--- src/rtl/adc_digout_emulator.sv ---
// Emulates the sensor's serial ADC DIGOUT lanes: one NBITS word per channel per row,
// shifted out one bit per adc_data_valid pulse after a falling edge on rst_bar_ltchd.
module adc_digout_emulator #(
    parameter int NCH   = 17,
    parameter int NBITS = 12,
    parameter int ROW_W = 16
) (
    input  logic             clk,
    input  logic             rst,
    input  logic             rst_bar_ltchd,
    input  logic             adc_data_valid,
    input  logic [1:0]       mode,
    input  logic             msb_first,
    input  logic [NBITS-1:0] fixed_pattern,
    output logic [NCH-1:0]   digout,
    output logic             busy,
    output logic             row_done,
    output logic [ROW_W-1:0] row_cnt,
    output logic             overrun
);

    localparam int CNT_W = $clog2(NBITS + 1);
    localparam logic [CNT_W-1:0] LAST_BIT = CNT_W'(NBITS);
    localparam logic [15:0] LFSR_SEED = 16'hACE1;

    typedef enum logic [1:0] {
        IDLE,
        LOAD,
        WAIT_HI,
        WAIT_LO
    } state_t;

    state_t           state;
    state_t           state_nxt;
    logic             prev;
    logic             fall;
    logic             accept;
    logic [NBITS-1:0] row_idx;
    logic [15:0]      lfsr;
    logic [CNT_W-1:0] bit_cnt;
    logic [NBITS-1:0] shreg [NCH];
    logic [NBITS-1:0] words [NCH];

    function automatic logic [NBITS-1:0] bit_rev(input logic [NBITS-1:0] v);
        logic [NBITS-1:0] r;
        r = '0;
        for (int i = 0; i < NBITS; i++) begin
            r[i] = v[NBITS-1-i];
        end
        return r;
    endfunction

    // Fibonacci x^16+x^14+x^13+x^11+1, shifting right.
    function automatic logic [15:0] lfsr_step(input logic [15:0] s);
        return {s[0] ^ s[2] ^ s[3] ^ s[5], s[15:1]};
    endfunction

    assign fall   = prev & ~rst_bar_ltchd;
    // The row_done cycle still counts as busy, so a fall there is an overrun.
    assign accept = fall && (state == IDLE) && !row_done;
    assign busy   = (state != IDLE);

    always_comb begin
        for (int ch = 0; ch < NCH; ch++) begin
            words[ch] = '0;
            case (mode)
                2'd0:    words[ch] = row_idx;
                2'd1:    words[ch] = row_idx + NBITS'(ch);
                2'd2:    words[ch] = fixed_pattern;
                default: words[ch] = lfsr[NBITS-1:0] ^ NBITS'(ch);
            endcase
            if (msb_first) begin
                words[ch] = bit_rev(words[ch]);
            end
        end
    end

    always_comb begin
        digout = '0;
        for (int ch = 0; ch < NCH; ch++) begin
            digout[ch] = shreg[ch][0];
        end
    end

    always_comb begin
        state_nxt = state;
        case (state)
            IDLE:    if (accept) state_nxt = LOAD;
            LOAD:    state_nxt = WAIT_HI;
            WAIT_HI: if (adc_data_valid) state_nxt = WAIT_LO;
            WAIT_LO: begin
                if (!adc_data_valid) begin
                    state_nxt = (bit_cnt == LAST_BIT) ? IDLE : WAIT_HI;
                end
            end
            default: state_nxt = IDLE;
        endcase
    end

    always_ff @(posedge clk) begin
        if (rst) begin
            state <= IDLE;
        end else begin
            state <= state_nxt;
        end
    end

    always_ff @(posedge clk) begin
        if (rst) begin
            prev     <= 1'b1;
            row_cnt  <= '0;
            row_idx  <= '0;
            lfsr     <= LFSR_SEED;
            bit_cnt  <= '0;
            row_done <= 1'b0;
            overrun  <= 1'b0;
            for (int ch = 0; ch < NCH; ch++) begin
                shreg[ch] <= '0;
            end
        end else begin
            prev     <= rst_bar_ltchd;
            row_done <= 1'b0;
            if (fall && !accept) begin
                overrun <= 1'b1;
            end
            if (accept) begin
                row_idx <= row_cnt[NBITS-1:0];
                row_cnt <= row_cnt + 1'b1;
            end
            case (state)
                LOAD: begin
                    for (int ch = 0; ch < NCH; ch++) begin
                        shreg[ch] <= words[ch];
                    end
                    bit_cnt <= '0;
                    lfsr    <= lfsr_step(lfsr);
                end
                WAIT_HI: begin
                    if (adc_data_valid) begin
                        bit_cnt <= bit_cnt + 1'b1;
                    end
                end
                WAIT_LO: begin
                    if (!adc_data_valid) begin
                        for (int ch = 0; ch < NCH; ch++) begin
                            shreg[ch] <= {1'b0, shreg[ch][NBITS-1:1]};
                        end
                        if (bit_cnt == LAST_BIT) begin
                            row_done <= 1'b1;
                        end
                    end
                end
                default: ;
            endcase
        end
    end

endmodule

--- config.mk ---
export PLATFORM = sky130hd
export DESIGN_NAME = adc_digout_emulator
export DESIGN_NICKNAME = d
export VERILOG_FILES = /design/src/rtl/adc_digout_emulator.sv
export SDC_FILE = /design/constraint.sdc
export NUM_CORES = 1
export LEC_CHECK = 0
export ABC_AREA = 1
export BUFFER_PORTS_ARGS = -buffer_cell sky130_fd_sc_hd__buf_2
export CORE_ASPECT_RATIO = 0.9
export CORE_MARGIN = 1
export CORE_UTILIZATION = 45
export CTS_BUF_LIST = sky130_fd_sc_hd__clkbuf_16
export CTS_CLUSTER_SIZE = 12
export DETAILED_ROUTE_END_ITERATION = 10
export GPL_ROUTABILITY_DRIVEN = 1
export PLACE_DENSITY = 0.58
export SYNTH_ARGS = -nofsm -noshare
export SYNTH_HDL_FRONTEND = slang
export SYNTH_SLANG_ARGS = --single-unit
--- constraint.sdc ---
create_clock -name clk -period 18.3 [get_ports clk]
set_input_delay 1.83 -clock clk [delete_from_list [all_inputs] [get_ports clk]]
set_output_delay 1.83 -clock clk [all_outputs]
set_load 0.005 [all_outputs]
== Yosys cells after proc, flatten, opt, wreduce, memory -nomap -nowiden ==
Memories as Yosys holds them, arrays and structs flattened.
Cells that the tools add are included.
Storage, ports and cells
  bits in registers: 53
  RAM bits: 204
  input bits: 19
  output and inout bits: 36
  memories kept: 1
Memories
  shreg: depth 17, bits a word 12, read ports 17, clocked after Yosys merged registers in 0, wr ports 17, line 41  | logic [NBITS-1:0] shreg [NCH];
Operators by class
  $add $sub $neg: 18
  eq/ne operators: 9
  multiplexer cells: 85
  bitwise logic cells: 56
  reduce and logical (&&, ||, !) cells: 13
Operator list (number)
  12-bit 2-to-1 mux: 51
  12-bit one-hot mux with 3 select lines: 16
  12-bit by 4-bit adder with 12-bit output (second input constant): 8
  12-bit by 3-bit adder with 12-bit output (second input constant): 4
  1-bit bitwise OR: 34
  12-bit by 2-bit adder with 12-bit output (second input constant): 2
  12-bit one-hot mux with 2 select lines: 1
  16-bit by 1-bit adder with 16-bit output (second input constant): 1
  12-bit by 1-bit adder with 12-bit output (second input constant): 1
  12-bit by 5-bit adder with 12-bit output (second input constant): 1
  2-bit NOT: 6
  3-bit NOT: 4
  1-bit 2-to-1 mux: 10
  2-bit 2-to-1 mux: 4
  2-bit one-hot mux with 4 select lines: 1
  4-bit one-hot mux with 2 select lines: 1
  1-bit NOT: 7
  2-bit == test (second input constant): 3
  2-bit != test (second input constant): 3
  4-bit by 1-bit adder with 4-bit output (second input constant): 1
  2-bit by 1-bit == test with 1-bit output (second input constant): 2
  4-bit == test (second input constant): 1
  2-bit logical NOT: 2
  4-bit 2-to-1 mux: 1
  other kinds (10): 16

== Depth between registers and ports, before layout ==
  depth after elaboration: 6
  depth in mapped cells: 16
  depth with buffers taken out: 15

== Worst setup path before layout ==
No wires, ideal clock.
  path kind: input port to flip-flop
  from: input port rst
  to: memory shreg[0][0] (enable)
  setup time: 1.624 ns
  data arrival time: 5.578 ns
  setup slack: 11.098 ns
  cell stages on the path: 3
  cells stage by stage: nor2_1 clkbuf_1 nand2_1
RTL lines
  start, declared: line 9  | input logic rst,
  end, declared: line 41

==> impl_metrics.yaml <==
clocking:
  cts_sinks: 257
  clk_pin_slew_ps: 60
  post_cts_resized: 0
  post_cts.repair.setup_buffers: 0
  clk_path_buf_depth: 3
  root_buffer: "clkbuf_16"
  holdBufCountCts: 0
  insertion_delay_ps: 600
  cts-htree-levels: 1
  cts_tree: "built"
  cts_made_buffers: 29
synth:
  ys.flop_type: "edfxtp_1"
  ys_warn_count: 0
  synth-adder-area-share_pct: 1.65
  ys_seq_elements: 257
  synth_edf_count: 204
  async_flop_share_pct: 0
  synth_nets: 2452
  synth-compound-area-share_pct: 13.2
  synthesis.instances: 2411
  synth_xor_area_share_pct: 0.368
  synth_top_family_by_area: "simple AND/OR/NAND/NOR gates"
  ys_types: 45
  yosys.area_share.simple_pct: 34.2
  ys_seq_area_share_pct: 43.1
  synth.area.mux_share_pct: 0
  syn_area_um2: 16700
  synth.avg_cell_area_um2: 6.92
floorplanning:
  core_area_um2: 36300
  start_util_pct: 45.9
  die_w_um: 205
  fp.dieH_um: 185
  rows: 66
  die_area_um2: 37800
  ios: 55
routing:
  wl_met3_mm: 5.66
  drc_errors: 0
  met2_length_mm: 26.1
  wl_met1_mm: 28.3
  drt_iter0_drc: 1960
  drt_wl_total_mm: 62.9
  drt-pass1-iter-count: 8
  wl_per_cell_um: 22.0
  viasPerCell: 5.78
  antenna_left: 0
  vias: 16500
  routed.top_layer: "met4"
setup_path:
  start_kind: "primary input"
  crit_chain: "buf_2 -> inv_1 -> nand2_1 -> nand2_4 -> buf_4"
  required_ps: 18500
  r2r_slack_ps: 14730
  max_stage_delay_ps: 820
  regToRegEndpoint: "shreg[0][42]"
  worst-path-max-fanout: 72
  r2r_start: "row_idx[4]"
  worst_setup_path_end_kind: "flip-flop"
  worst-setup-path-type: "primary input to flip-flop"
  reg2reg_depth: 11
  arrival_ps: 4640
  cpMaxStageDelayCell: "buf_4"
global_routing:
  grt_pass1_wl_mm: 94.2
  grt_antenna_before_repair: 0
  first_global_vias: 14900
  grtUsageTotal_pct: 33.4
  grt_max_degree: 103
  grt_overflow: 0
timing:
  fin_crit_ps: 4440
  worst_pin_slew_ps: 1130
  worst_slack_ps: 13860
  slew_viol_final: 0
  fin_worst_hold_slack_ps: 473
  finClkSkew_ps: 23.1
  finalSetupTns_ps: 0
  slew_headroom_pct: 24.6
  setup_viol: 0
  fmax_mhz: 225
  period_share_pct: 24.2
  hold_violations: 0
  rsz0062_at_grt: "no"
finish:
  regArea_um2: 7190
  final_area_um2: 17900
  multi_input_area_um2: 8260
  fillers: 3741
  nets: 2398
  areaGrowthSynthToFinish_pct: 7.11
  diodes: 0
  drive_above_1_share_pct: 7.15
place:
  gp_congestion: 1.04
  dpl.hpwl_mm: 43.3
  portBuffers: 54
  placed_area_um2: 17000
  place_ws_ps: 13280
min_path:
  hp-start: "lfsr[13]"
  min_path_cells: 2
  whs_endpoint: "lfsr[13]"
  hp-class: "flip-flop to flip-flop"
power_and_ir_drop:
  p_leak_nw: 8.27
  ir_worst_vdd_mv: 0.0920
  power.density_nw_per_um2: 86.0
flow_run:
  maxCapViolCount: 0
status:
  status: "completed"
-- how the worst max path moves through the flow --
stage	from	endpoint	depth (start not counted)
2_1_floorplan	rst	shreg[0][0]	3
3_3_place_gp	rst	shreg[0][144]	5
3_5_place_dp	rst	shreg[0][48]	5
4_1_cts	rst	shreg[0][48]	5
5_1_grt	rst	shreg[0][144]	5
6_report	rst	shreg[0][68]	5
-- power by group --
group,internal [mW],total [mW],switching (mW)
combinational,0.0625,0.273,0.210
clock,0.316,0.563,0.247
sequential,0.679,0.701,0.0218
-- sequential cells by signal, summed over array words and instances (netlist names) --
register and flops:
shreg 204, overrun 1, row_cnt 16, lfsr 16, bit_cnt 4, row_idx 12
prev 1, row_done 1, state 2
-- Yosys cell counts (8+ instances only) --
cell	n	area (um2)
nand2_1	1105	4150
a22oi_1	8	60.1
o22ai_1	11	68.8
inv_2	18	67.6
inv_1	107	402
buf_1	17	63.8
nor2_1	100	375
dfxtp_1	53	1060
buf_4	24	180
nand3_1	157	786
o21ai_1	73	365
ha_1	22	275
nand4_1	12	75.1
edfxtp_1	204	6130
buf_2	44	220
a21oi_1	175	876
o21ai_0	126	631
nor3_1	9	45.0
nand2_2	16	100
clkbuf_1	74	278
-- metal layers --
metal,vias to the layer above,GRT usage [%]
li1,7775,-
met1,7754,49.0
met2,848,48.8
met3,139,5.14
met4,0,12.8
met5,-,0
-- final cells by class --
cell class	count	share of cell area, %
clock buffers	29	4.06
clock inverters	24	0.967
inverters	126	2.69
multi-input cells	1866	46.2
flip-flops and latches	257	40.2
well taps	476	3.33
repair buffers	77	2.49
-- critical path, delay by kind of cell --
| kind | cells | cell delay (ps) |
|---|---|---|
| and+or+nand+nor | 2 | 1090 |
| buffers and inverters | 3 | 1570 |
-- placed cells by master (no fill, tap or decap), types with 3 or more instances in the layout --
cell type,synthesis,final
xor2_1,4,4
edfxtp_1,204,204
a21oi_1,175,175
nand3_1,157,157
clkinv_2,0,4
inv_1,107,112
nand2_2,16,16
a21oi_2,3,3
inv_2,18,17
o21ai_0,126,126
ha_1,22,22
nor2_1,100,99
buf_2,44,53
nor2_2,5,5
a22oi_1,8,8
a21o_1,4,4
o21ai_1,73,73
clkbuf_16,0,29
nor2_4,3,4
o22ai_1,11,11
dfxtp_1,53,53
a22o_1,4,4
nor3_1,9,9
buf_4,24,24
o211ai_1,5,5
nand4_1,12,12
clkinv_1,1,10
xnor2_1,3,3
nand2_1,1105,1104
-- cells by family after synthesis --
| group | after synthesis |
|---|---|
| flops | 257 |
| xor+xnor | 7 |
| fa+ha+maj | 22 |
| buf+inv | 288 |
| compound gates | 418 |
| simple gates | 1419 |
-- stage by stage --
step | power (mW) | util [%] | std cells
after floorplan | 0.886 | - | 2411
after global placement | 0.976 | 46.7 | 2802
after detailed placement | 0.977 | 46.7 | 2802
after CTS | 1.54 | 49.2 | 2855
after global routing | 1.59 | 49.2 | 2855
final | 1.54 | 49.2 | 2855
Note: power is estimated with default switching activity, not from simulation.
